File: src/rtl/fwuart_rx_fifo.sv
// Receive FIFO behind fwuart_rx: show-ahead ready/valid buffer with fill level,
// threshold flag, sticky overrun and a 16550-style character timeout.
module fwuart_rx_fifo #(
    parameter int DEPTH         = 16,
    parameter int THRESH        = 8,
    parameter int TIMEOUT_CHARS = 4
) (
    input  logic                       clock,
    input  logic                       reset,
    input  logic                       clock_x16,
    input  logic [7:0]                 i_dat,
    input  logic                       i_valid,
    output logic                       i_ready,
    output logic [7:0]                 o_dat,
    output logic                       o_valid,
    input  logic                       o_ready,
    output logic [$clog2(DEPTH):0]     level,
    output logic                       thresh_irq,
    output logic                       timeout_irq,
    output logic                       overrun,
    input  logic                       clr_overrun
);

    localparam int AW    = $clog2(DEPTH);
    localparam int LW    = AW + 1;
    localparam int LIMIT = TIMEOUT_CHARS * 160;
    localparam int CW    = $clog2(LIMIT + 1);

    logic [7:0]    mem_q [DEPTH];
    logic [AW-1:0] wr_ptr_q, rd_ptr_q;
    logic [LW-1:0] level_q, level_d;
    logic [CW-1:0] cnt_q, cnt_d;
    logic          ready_q, thresh_q, tmo_q, ovr_q, ovr_d, started_q;
    logic          wr, rd;

    assign wr = i_valid & ready_q;
    assign rd = o_valid & o_ready;

    always_comb begin
        level_d = level_q;
        if (wr && !rd) begin
            level_d = level_q + LW'(1);
        end else if (rd && !wr) begin
            level_d = level_q - LW'(1);
        end
    end

    // Counter only runs while data sits untouched in the FIFO.
    always_comb begin
        cnt_d = cnt_q;
        if (wr || rd || level_q == '0) begin
            cnt_d = '0;
        end else if (clock_x16 && cnt_q != CW'(LIMIT)) begin
            cnt_d = cnt_q + CW'(1);
        end
    end

    // A refused byte during the first post-reset cycle is not an overrun.
    always_comb begin
        ovr_d = ovr_q;
        if (i_valid && !ready_q && started_q) begin
            ovr_d = 1'b1;
        end else if (clr_overrun) begin
            ovr_d = 1'b0;
        end
    end

    always_ff @(posedge clock) begin
        if (wr) begin
            mem_q[wr_ptr_q] <= i_dat;
        end
    end

    always_ff @(posedge clock or negedge reset) begin
        if (!reset) begin
            wr_ptr_q  <= '0;
            rd_ptr_q  <= '0;
            level_q   <= '0;
            cnt_q     <= '0;
            ready_q   <= 1'b0;
            thresh_q  <= 1'b0;
            tmo_q     <= 1'b0;
            ovr_q     <= 1'b0;
            started_q <= 1'b0;
        end else begin
            if (wr) begin
                wr_ptr_q <= wr_ptr_q + AW'(1);
            end
            if (rd) begin
                rd_ptr_q <= rd_ptr_q + AW'(1);
            end
            level_q   <= level_d;
            cnt_q     <= cnt_d;
            ready_q   <= (level_d != LW'(DEPTH));
            thresh_q  <= (level_d >= LW'(THRESH));
            tmo_q     <= (cnt_d == CW'(LIMIT));
            ovr_q     <= ovr_d;
            started_q <= 1'b1;
        end
    end

    assign i_ready     = ready_q;
    assign o_valid     = (level_q != '0);
    assign o_dat       = mem_q[rd_ptr_q];
    assign level       = level_q;
    assign thresh_irq  = thresh_q;
    assign timeout_irq = tmo_q;
    assign overrun     = ovr_q;

endmodule

File: config.mk
export PLATFORM = sky130hd
export DESIGN_NAME = fwuart_rx_fifo
export DESIGN_NICKNAME = d
export VERILOG_FILES = /design/src/rtl/fwuart_rx_fifo.sv
export SDC_FILE = /design/constraint.sdc
export NUM_CORES = 1
export LEC_CHECK = 0
export ABC_AREA = 1
export BUFFER_PORTS_ARGS = -buffer_cell sky130_fd_sc_hd__buf_2
export CAP_MARGIN = 15
export CELL_PAD_IN_SITES_DETAIL_PLACEMENT = 1
export CELL_PAD_IN_SITES_GLOBAL_PLACEMENT = 1
export CORE_ASPECT_RATIO = 0.6
export CORE_MARGIN = 10
export CORE_UTILIZATION = 50
export DETAILED_ROUTE_END_ITERATION = 7
export PLACE_DENSITY_LB_ADDON = 0.15
export SYNTH_ARGS = -nofsm -noshare
export SYNTH_HDL_FRONTEND = slang
export SYNTH_SLANG_ARGS = --single-unit
File: constraint.sdc
create_clock -name clock -period 2 [get_ports clock]
set_input_delay 0.2 -clock clock [delete_from_list [all_inputs] [get_ports clock]]
set_output_delay 0.2 -clock clock [all_outputs]
set_load 0.01 [all_outputs]
==> impl_metrics.json <==
{
  "max_freq_ghz": 0.448,
  "overflow": 0,
  "grt_max_degree": 47,
  "dp_cells": 759,
  "worst_slew_pin_slew_ps": 680,
  "die_w_um": 171,
  "route.detailed.drc": 0,
  "synth_top_family_by_area": "simple AND/OR/NAND/NOR gates",
  "clk_pin_slew_ps": 60,
  "worst_path_dominant_cell_family": "buffers and inverters",
  "synth_top_area_share_pct": 56.5,
  "ys.flop_type": "edfxtp_1",
  "worst_hold_startpoint": "i_valid",
  "antenna_found_initial": 2,
  "grt_pass1_wl_um": 28500,
  "syn_avg_cell_area_um2": 12.2,
  "relSlewSlack_pct": 54.7,
  "grt_pass1_vias": 4892,
  "drtIter0Drc": 484,
  "yosys_warnings": 0,
  "final_nets": 646,
  "layout_setup_ws_ps": -234,
  "gp_congestion": 0.865,
  "status": "complete, but fails checks",
  "critPathBufInv": 3,
  "fin_cells": 807,
  "synthMuxAreaShare_pct": 3.68,
  "fin_crit_ps": 2230,
  "final_antenna_net_count": 0,
  "synthesis.nets": 579,
  "h-tree-depth": 4,
  "hold_viol_final": 0,
  "rr_endpoint": "timeout_irq",
  "dr.pass1.iters": 6,
  "p_int_mw": 7.72,
  "final_util_pct": 63.5,
  "hold_path_depth": 3,
  "wirelength_um": 20100,
  "io_pins": 32,
  "p_per_area_nw_per_um2": 1470,
  "rsz0062_at_grt": "yes",
  "slew_viol_final": 0,
  "critical-path-slowest-cell": "dfrtp_2",
  "syn-instance-count": 556,
  "port_buffers": 31,
  "leakagePower_nw": 3.18,
  "p_clk_share_pct": 26.7,
  "setup_viol": 8,
  "skew_ps": 13.4,
  "cap_violations": 0,
  "required_ps": 1800,
  "critical_path.max_fanout": 11,
  "wl_per_cell_um": 24.9,
  "rows": 32,
  "slowest_delay_ps": 460,
  "root_buffer": "clkbuf_16",
  "post-route-period-util_pct": 112,
  "synthTopCellsByCount": "edfxtp_1 (128), nor2_1 (73), nand2_1 (72), o21ai_0 (35), nand3_1 (33)",
  "synth_compound_area_share_pct": 7.99,
  "hold_path_class": "input pin to flip-flop",
  "die_h_um": 110,
  "ys_seq_area_share_pct": 66.8,
  "tritoncts": "yes",
  "synthToLayoutAreaGrowth_pct": 22.1,
  "ys_types": 38,
  "min_to": "overrun",
  "worst_setup_path_start_kind": "flip-flop",
  "synth_area_leaders": "edfxtp_1 (56%), dfrtp_1 (10%), nor2_1 (4.0%)",
  "synth_most_common_cell": "edfxtp_1",
  "clk_latency_ps": 430,
  "vdd_drop_max_mv": 0.819,
  "crit_path_end_kind": "output port",
  "drive_gt1_share_pct": 25.5,
  "viasPerCell": 5.99,
  "vias": 4836,
  "netlist_area_um2": 6810,
  "synth_edf_count": 128,
  "critPathKind": "flip-flop to output port",
  "clockBufferDepth": 2,
  "rrSetupSlack_ps": 120,
  "rr_worst_depth": 8,
  "yosys.area_share.simple_pct": 14.2,
  "seqPwrFrac_pct": 34.8,
  "yosysTopAreaCell": "edfxtp_1",
  "r2r_start": "cnt_q[0]",
  "crit_arrival_ps": 2030,
  "path_cells": "buf_6 > clkbuf_16 > mux2i_1 > o221ai_1 > o211ai_1 > nand2_1 > buf_2",
  "synth_seq_cells": 156,
  "numCtsBuffers": 17,
  "initial_core_util_pct": 52.0,
  "grtUsageTotal_pct": 20.1,
  "violations": "negative setup slack",
  "switching_share_pct": 37.0,
  "core_area_um2": 13100,
  "clkSinkCount": 156,
  "combPwrFrac_pct": 38.5,
  "hpwlAfterDp_um": 12100,
  "synthAdderAreaFrac_pct": 1.65,
  "p_switching_mw": 4.53,
  "synthXorXnorAreaFrac_pct": 1.78,
  "ys_async_sr_fraction_pct": 17.9,
  "die-area_um2": 18800,
  "place_ws_ps": 169
}
==> cell usage in the layout, fill, tap and decap left out, types with 3 or more instances in the layout <==
cell type and count:
o21ai_0 24, xor2_1 10, inv_2 6, mux2i_1 21, buf_4 26, o32ai_2 7, buf_6 5, nand4_1 6
nor2_4 5, nor3_1 4, edfxtp_1 128, buf_12 6, ha_1 8, inv_6 5, nand2_1 71, dfrtp_2 3
o21ai_1 10, nand3_1 33, mux2i_2 4, nor2_1 62, nor2_2 13, o21ai_2 3, o211ai_1 8, dfrtp_1 25
buf_2 29, clkbuf_16 21, nand2_4 5, o221ai_1 24, nand2_2 4, clkinvlp_4 5, inv_1 28
==> cell families after synthesis <==
| kind of cell | after synthesis |
|---|---|
| flops | 156 |
| xor+xnor | 13 |
| simple gates | 210 |
| other cells | 1 |
| buf+inv | 62 |
| compound gates | 80 |
| mux | 25 |
| fa+ha+maj | 9 |
==> flip-flops by register name (all words and copies together), names as in the netlist <==
signal	flops
cnt_q	10
i_ready	1
level	5
mem_q	128
overrun	1
rd_ptr_q	4
started_q	1
thresh_irq	1
timeout_irq	1
wr_ptr_q	4
==> worst min-delay path, delay by kind of cell <==
family	cells	cell delay, ps
buf+inv	1	90
simple gates	1	70
compound gates	1	70
==> power groups by stage <==
stage / clock (mW) / sequential [mW] / combinational [mW]
after CTS: 3.25 / 4.23 / 3.94
after detailed placement: 0 / 4.30 / 3.67
after global placement: 0 / 4.26 / 3.54
after global routing: 3.45 / 4.30 / 5.09
final: 3.27 / 4.26 / 4.72
after floorplan: 0 / 4.17 / 2.36
==> per-stage QoR <==
step	cell area [um2]	power, mW	setup TNS, ps	hold slack (ps)
floorplan	6810	6.53	0	-95.6
global placement	7310	7.80	0	263
detailed placement	7310	7.97	0	271
CTS	7990	11.4	-998	40.6
global route	8300	12.8	-1930	102
finish	8310	12.3	-1220	50.6
==> cell type report <==
class | instances | area [um2]
fill | 1270 | 4780
sequential | 156 | 4550
inverter | 37 | 145
tap | 170 | 213
multi-input combinational | 338 | 2150
timing repair buffer | 73 | 664
clock buffer | 17 | 425
clock inverter | 14 | 161
antenna | 2 | 5.00
==> worst max-delay path by stage <==
stage                 from  endpoint  cells after the start
2_1_floorplan     level[0]   i_ready                     12
3_3_place_gp      level[0]   i_ready                     12
3_5_place_dp      level[0]   i_ready                     12
4_1_cts        rd_ptr_q[0]  o_dat[6]                      6
5_1_grt        rd_ptr_q[0]  o_dat[2]                      7
6_report       rd_ptr_q[0]  o_dat[2]                      7
==> routing by layer <==
metal	GRT usage, %	vias to the layer above	wire length, um
met5	0	-	0
met4	5.36	0	182
met3	4.40	17	1740
met2	31.0	235	9280
met1	28.4	2444	8860
li1	-	2140	-
==> what timing repair did <==
action	in CTS	in global routing
buffers inserted	2	4
endpoints found under the hold margin	29	0
endpoints found under the setup margin	8	9
cloned	1	6
hold buffers	2	0
resized for setup	7	50
pin swaps	0	11
Power figures use the tool's default switching activity.
